<file path="src/rtl/ysyx_mdu_pkg.sv">
// ysyx_mdu shared types: funct3 op encodings, FSM states and op
// classification helpers used by the multiply/divide unit.
package ysyx_mdu_pkg;

   typedef enum logic [2:0] {
      MDU_MUL    = 3'd0,
      MDU_MULH   = 3'd1,
      MDU_MULHSU = 3'd2,
      MDU_MULHU  = 3'd3,
      MDU_DIV    = 3'd4,
      MDU_DIVU   = 3'd5,
      MDU_REM    = 3'd6,
      MDU_REMU   = 3'd7
   } mdu_op_e;

   typedef enum logic [1:0] {
      S_IDLE = 2'd0,
      S_BUSY = 2'd1,
      S_DONE = 2'd2
   } mdu_state_e;

   function automatic logic op_is_div(input mdu_op_e op);
      return op[2];
   endfunction

   function automatic logic op_is_rem(input mdu_op_e op);
      return (op == MDU_REM) || (op == MDU_REMU);
   endfunction

   function automatic logic op1_signed(input mdu_op_e op);
      return (op == MDU_MUL) || (op == MDU_MULH) || (op == MDU_MULHSU) ||
             (op == MDU_DIV) || (op == MDU_REM);
   endfunction

   function automatic logic op2_signed(input mdu_op_e op);
      return (op == MDU_MUL) || (op == MDU_MULH) ||
             (op == MDU_DIV) || (op == MDU_REM);
   endfunction

endpackage

</file>
<file path="src/rtl/ysyx_mdu_div_step.sv">
// One combinational restoring-divide step.
// Ports: i_rem partial remainder, i_bit next dividend bit, i_dvs divisor,
//        o_rem next partial remainder, o_q resulting quotient bit.
module ysyx_mdu_div_step #(
   parameter int BIT_W = 32
) (
   input  logic [BIT_W-1:0] i_rem,
   input  logic             i_bit,
   input  logic [BIT_W-1:0] i_dvs,
   output logic [BIT_W-1:0] o_rem,
   output logic             o_q
);

   logic [BIT_W:0] w_trial;
   logic [BIT_W:0] w_diff;

   assign w_trial = {i_rem, i_bit};
   assign w_diff  = w_trial - {1'b0, i_dvs};
   // i_rem < i_dvs keeps the trial below 2*divisor, so the top bit of the
   // difference is a clean borrow flag
   assign o_q     = ~w_diff[BIT_W];
   assign o_rem   = o_q ? w_diff[BIT_W-1:0] : w_trial[BIT_W-1:0];

endmodule

</file>
<file path="src/rtl/ysyx_mdu.sv">
// Iterative RV M-extension multiply/divide unit, STEP result bits per cycle.
// Ports: clk, rst (sync, active-low); prev_valid/ready_o accept handshake
//        with op, op1, op2, rd; valid_o/next_ready result handshake with
//        result_o, rd_o; flush kills any in-flight or unconsumed op.
module ysyx_mdu
   import ysyx_mdu_pkg::*;
#(
   parameter int BIT_W = 32,
   parameter int STEP  = 1
) (
   input  logic             clk,
   input  logic             rst,
   input  logic             prev_valid,
   output logic             ready_o,
   input  logic [2:0]       op,
   input  logic [BIT_W-1:0] op1,
   input  logic [BIT_W-1:0] op2,
   input  logic [4:0]       rd,
   input  logic             flush,
   output logic             valid_o,
   input  logic             next_ready,
   output logic [BIT_W-1:0] result_o,
   output logic [4:0]       rd_o
);

   localparam int N  = BIT_W / STEP;
   localparam int CW = $clog2(N + 1);
   localparam int W2 = 2 * BIT_W;
   localparam logic [BIT_W-1:0] MIN_INT = {1'b1, {(BIT_W-1){1'b0}}};

   mdu_state_e       r_state;
   logic [CW-1:0]    r_cnt;
   mdu_op_e          r_op;
   logic             r_neg_q;
   logic             r_neg_r;
   logic [W2-1:0]    r_acc;
   logic [W2-1:0]    r_mc;
   logic [BIT_W-1:0] r_mpl;
   logic [BIT_W-1:0] r_rem;
   logic [BIT_W-1:0] r_quo;
   logic [BIT_W-1:0] r_dvs;
   logic [BIT_W-1:0] r_res;
   logic [4:0]       r_rd;

   // accept-time decode
   mdu_op_e          w_op;
   logic             w_s1;
   logic             w_s2;
   logic [BIT_W-1:0] w_mag1;
   logic [BIT_W-1:0] w_mag2;
   logic             w_div0;
   logic             w_ovf;
   logic             w_fast;
   logic [BIT_W-1:0] w_fast_res;

   assign w_op   = mdu_op_e'(op);
   assign w_s1   = op1_signed(w_op) & op1[BIT_W-1];
   assign w_s2   = op2_signed(w_op) & op2[BIT_W-1];
   assign w_mag1 = w_s1 ? -op1 : op1;
   assign w_mag2 = w_s2 ? -op2 : op2;
   assign w_div0 = (op2 == '0);
   assign w_ovf  = ((w_op == MDU_DIV) || (w_op == MDU_REM)) &&
                   (op1 == MIN_INT) && (op2 == '1);
   assign w_fast = op_is_div(w_op) && (w_div0 || w_ovf);

   always_comb begin
      w_fast_res = '1;
      if (w_div0)
         w_fast_res = op_is_rem(w_op) ? op1 : '1;
      else
         w_fast_res = op_is_rem(w_op) ? '0 : MIN_INT;
   end

   // multiply: add multiplicand shifted by each bit of the STEP-bit slice
   logic [W2-1:0] w_part;
   logic [W2-1:0] w_acc_nx;
   logic [W2-1:0] w_prod;

   always_comb begin
      w_part = '0;
      for (int j = 0; j < STEP; j++)
         if (r_mpl[j])
            w_part = w_part + (r_mc << j);
   end

   assign w_acc_nx = r_acc + w_part;
   assign w_prod   = r_neg_q ? -w_acc_nx : w_acc_nx;

   // divide: STEP restoring steps chained, dividend bits consumed MSB first
   logic [BIT_W-1:0] w_rem [STEP+1];
   logic [STEP-1:0]  w_qb;
   logic [BIT_W-1:0] w_quo_nx;
   logic [BIT_W-1:0] w_q_fin;
   logic [BIT_W-1:0] w_r_fin;

   assign w_rem[0] = r_rem;

   for (genvar k = 0; k < STEP; k++) begin : g_div
      ysyx_mdu_div_step #(.BIT_W(BIT_W)) u_step (
         .i_rem (w_rem[k]),
         .i_bit (r_quo[BIT_W-1-k]),
         .i_dvs (r_dvs),
         .o_rem (w_rem[k+1]),
         .o_q   (w_qb[STEP-1-k])
      );
   end

   assign w_quo_nx = (r_quo << STEP) | BIT_W'(w_qb);
   assign w_q_fin  = r_neg_q ? -w_quo_nx : w_quo_nx;
   assign w_r_fin  = r_neg_r ? -w_rem[STEP] : w_rem[STEP];

   logic [BIT_W-1:0] w_fin;

   always_comb begin
      w_fin = '0;
      unique case (r_op)
         MDU_MUL:    w_fin = w_prod[BIT_W-1:0];
         MDU_MULH,
         MDU_MULHSU,
         MDU_MULHU:  w_fin = w_prod[W2-1:BIT_W];
         MDU_DIV,
         MDU_DIVU:   w_fin = w_q_fin;
         MDU_REM,
         MDU_REMU:   w_fin = w_r_fin;
         default:    w_fin = '0;
      endcase
   end

   always_ff @(posedge clk) begin
      if (!rst) begin
         r_state <= S_IDLE;
         r_cnt   <= '0;
         r_res   <= '0;
         r_rd    <= '0;
      end else if (flush) begin
         r_state <= S_IDLE;
      end else begin
         unique case (r_state)
            S_IDLE: begin
               if (prev_valid) begin
                  r_op    <= w_op;
                  r_rd    <= rd;
                  r_cnt   <= '0;
                  r_neg_q <= w_s1 ^ w_s2;
                  r_neg_r <= w_s1;
                  r_acc   <= '0;
                  r_mc    <= W2'(w_mag2);
                  r_mpl   <= w_mag1;
                  r_rem   <= '0;
                  r_quo   <= w_mag1;
                  r_dvs   <= w_mag2;
                  if (w_fast) begin
                     r_res   <= w_fast_res;
                     r_state <= S_DONE;
                  end else begin
                     r_state <= S_BUSY;
                  end
               end
            end
            S_BUSY: begin
               r_acc <= w_acc_nx;
               r_mc  <= r_mc << STEP;
               r_mpl <= r_mpl >> STEP;
               r_rem <= w_rem[STEP];
               r_quo <= w_quo_nx;
               r_cnt <= r_cnt + CW'(1);
               if (r_cnt == CW'(N - 1)) begin
                  r_res   <= w_fin;
                  r_state <= S_DONE;
               end
            end
            S_DONE: begin
               if (next_ready)
                  r_state <= S_IDLE;
            end
            default: r_state <= S_IDLE;
         endcase
      end
   end

   assign ready_o  = (r_state == S_IDLE) && rst;
   assign valid_o  = (r_state == S_DONE) && rst;
   assign result_o = r_res;
   assign rd_o     = r_rd;

endmodule

</file>
<file path="config.mk">
export PLATFORM = sky130hd
export DESIGN_NAME = ysyx_mdu
export DESIGN_NICKNAME = d
export VERILOG_FILES = /design/src/rtl/ysyx_mdu_pkg.sv /design/src/rtl/ysyx_mdu_div_step.sv /design/src/rtl/ysyx_mdu.sv
export SDC_FILE = /design/constraint.sdc
export NUM_CORES = 1
export LEC_CHECK = 0
export CAP_MARGIN = 30
export CORE_MARGIN = 5
export CORE_UTILIZATION = 28
export DETAILED_ROUTE_END_ITERATION = 12
export GPL_ROUTABILITY_DRIVEN = 0
export PLACE_DENSITY = 0.48
export SETUP_SLACK_MARGIN = 0.15
export SKIP_LAST_GASP = 1
export SLEW_MARGIN = 20
export SYNTH_ARGS = -nofsm -noshare
export SYNTH_HDL_FRONTEND = slang
export SYNTH_SLANG_ARGS = --single-unit
</file>
<file path="constraint.sdc">
create_clock -name clk -period 20.8 [get_ports clk]
set_clock_uncertainty 0.15 [all_clocks]
set_input_delay 6.24 -clock clk [delete_from_list [all_inputs] [get_ports clk]]
set_output_delay 6.24 -clock clk [all_outputs]
set_load 0.02 [all_outputs]
</file>
==> flow_metrics.env <==
export IMPL_critPathArrivalTime_ns=8.20
export IMPL_drtIter0Drc=2249
export IMPL_netlist_area_um2=25200
export IMPL_cts_inserted_buffers=41
export IMPL_port_buffer_count=115
export IMPL_initial_core_util=0.281
export IMPL_clk_latency_ns=0.59
export IMPL_synth_edff_count=261
export IMPL_die_area_um2=96100
export IMPL_grt_pass1_wl_um=146000
export IMPL_relSlewSlack=0.326
export IMPL_htree_levels=2
export IMPL_cts_hold_buffers_added=0
export IMPL_vias=23878
export IMPL_die_y_um=310
export IMPL_placedCellCount=4166
export IMPL_fin_nets=3214
export IMPL_grt_use_total=0.199
export IMPL_finalInstanceArea_um2=28900
export IMPL_first_pass_iters=7
export IMPL_fillCellCount=9637
export IMPL_ys_seq_area_frac=0.347
export IMPL_syn_area_per_cell_um2=8.40
export IMPL_final_hold_viol_count=0
export IMPL_crit_path_end_kind="output pin"
export IMPL_worst_pin_slew_ns=1.00
export IMPL_synthFlopType="edfxtp_1"
export IMPL_cts_clk_slew_worst_paths_ns=0.06
export IMPL_hold_ws_ns=0.330
export IMPL_grt_max_degree=84
export IMPL_maxCapViolCount=0
export IMPL_core_area_um2=89700
export IMPL_dpl_worst_slack_ns=6.15
export IMPL_status="finished, final reports clean"
export IMPL_synthArstFlopShare=0
export IMPL_period_minus_slack_ns=14.59
export IMPL_dpl_hpwl_um=77800
export IMPL_route_detailed_wl_per_inst_um=23.5
export IMPL_rsz0062_at_grt="false"
export IMPL_grt_pass1_vias=22483
export IMPL_min_path_type="flop to flop"
export IMPL_period_share=0.701
export IMPL_ant_nets=0
export IMPL_slew_viol_final=0
export IMPL_p_per_area_nw_per_um2=64.1
export IMPL_drive_above_1_share=0.0490
export IMPL_ys_ff_latch=306
export IMPL_start_kind="input port"
export IMPL_vias_per_cell=5.63
export IMPL_cts_resized_gates=0
export IMPL_wl_um=99700
export IMPL_n_antenna_cell=0
export IMPL_ios=116
export IMPL_yosys_warnings=0
export IMPL_post_route_drc_count=0
export IMPL_syn_to_final_growth_pct=14.5
export IMPL_cts_root_buf="clkbuf_16"
export IMPL_cts_setup_buffers=0
export IMPL_ir_drop_mv=0.0542
export IMPL_worst_r2r_cell_count=17
export IMPL_cts_tree="built"
export IMPL_clock_sinks=306
export IMPL_antenna_found_initial=0
export IMPL_p_leak_nw=10.1
export IMPL_overflow=0
export IMPL_synth_cell_types=93
export IMPL_hold_depth=2
export IMPL_syn_num_nets=3182
export IMPL_final_cells=4240
export IMPL_setup_tns_ns=0
export IMPL_required_ns=14.41
export IMPL_syn_inst=3001
export IMPL_dpl_instance_area_um2=27500
export IMPL_critPathMaxFanout=24
export IMPL_row_count=110
export IMPL_die_x_um=310
export IMPL_cts_buffer_depth=3
export IMPL_fin_ws_ns=6.21
export IMPL_critical_path_class="input port to output pin"
export IMPL_setup_violations_final=0
export IMPL_timing_fmax_mhz=68.5
-- metal layers --
metal,global-route usage,vias up,share of wire
met5,0,-,0
met4,0.0604,0,0.033
met3,0.0279,139,0.063
met2,0.318,863,0.45
met1,0.280,11624,0.45
li1,-,11252,-
-- sequential cells by signal (all words and copies together), names as in the netlist --
name,cells
r_acc,64
r_cnt,6
r_dvs,32
r_mc,64
r_mpl,32
r_neg_q,1
r_neg_r,1
r_op,3
r_quo,32
r_rem,32
r_state,2
rd_o,5
result_o,32
-- critical path: stages --
cell	delay, ns
clkdlybuf4s50_1	1.08
nand2_1	0.13
nor2_1	0.13
clkdlybuf4s50_1	0.62
-- final timing paths --
check | start | end | slack (ns)
max | rst | valid_o | 6.21
min reg2reg | result_o[5] | result_o[5] | 0.33
min | result_o[5] | result_o[5] | 0.33
max reg2reg | r_mpl[0] | result_o[29] | 13.65
-- area by class of cell --
type / count / area, um^2 / share of cell area
tap: 1176 / 1470 / 0.0510
clock buffer: 55 / 1120 / 0.0388
clock inverter: 19 / 213 / 0.00737
timing repair buffer: 152 / 1440 / 0.0498
inverter: 75 / 282 / 0.00976
sequential: 306 / 8740 / 0.303
multi-input combinational: 2457 / 15600 / 0.540
-- cell usage after synthesis (all sizes together), types with 72 or more instances --
library cell  count  area share
and2            142       0.035
o21ai           231       0.046
a21oi           199       0.041
xnor2           108       0.038
nand2           275       0.041
ha              102       0.051
o21a             86       0.026
nor2            333       0.050
edfxtp          261        0.31
clkbuf          145       0.022
xor2             94       0.033
nor3             93       0.018
inv              74       0.011
nand3            72       0.014
-- stage by stage --
step / total power, mW / utilization
6_report: 1.85 / 0.322
3_5_place_dp: 1.13 / 0.307
5_1_grt: 1.93 / 0.322
3_3_place_gp: 1.13 / 0.306
4_1_cts: 1.86 / 0.322
2_1_floorplan: 0.980 / -
-- kinds of logic after synthesis --
kind of cell / after synthesis / synth area share
AND/OR/NAND/NOR: 1213 / 0.239
AO/OA/AOI/OAI: 868 / 0.228
flip-flops: 306 / 0.347
buffers and inverters: 238 / 0.0363
XOR/XNOR: 202 / 0.0702
adder cells (fa/ha/maj): 104 / 0.0522
multiplexers: 70 / 0.0284
-- report_power, final --
part | total [mW] | internal, mW | switching [mW] | leakage (nW)
combinational | 0.419 | 0.139 | 0.280 | 6.70
clock | 0.720 | 0.429 | 0.291 | 0.645
sequential | 0.711 | 0.697 | 0.0147 | 2.80
-- placed cells by master, fill, tap and decap left out, drive strengths merged, types with 86 or more instances in the layout --
cell	Yosys	final
and2	142	142
o21a	86	86
xor2	94	94
edfxtp	261	261
a21oi	199	199
xnor2	108	108
clkdlybuf4s50	0	115
nor3	93	93
ha	102	102
nand2	275	275
nor2	333	333
o21ai	231	231
No activity file was read; power rests on OpenSTA's default activity.
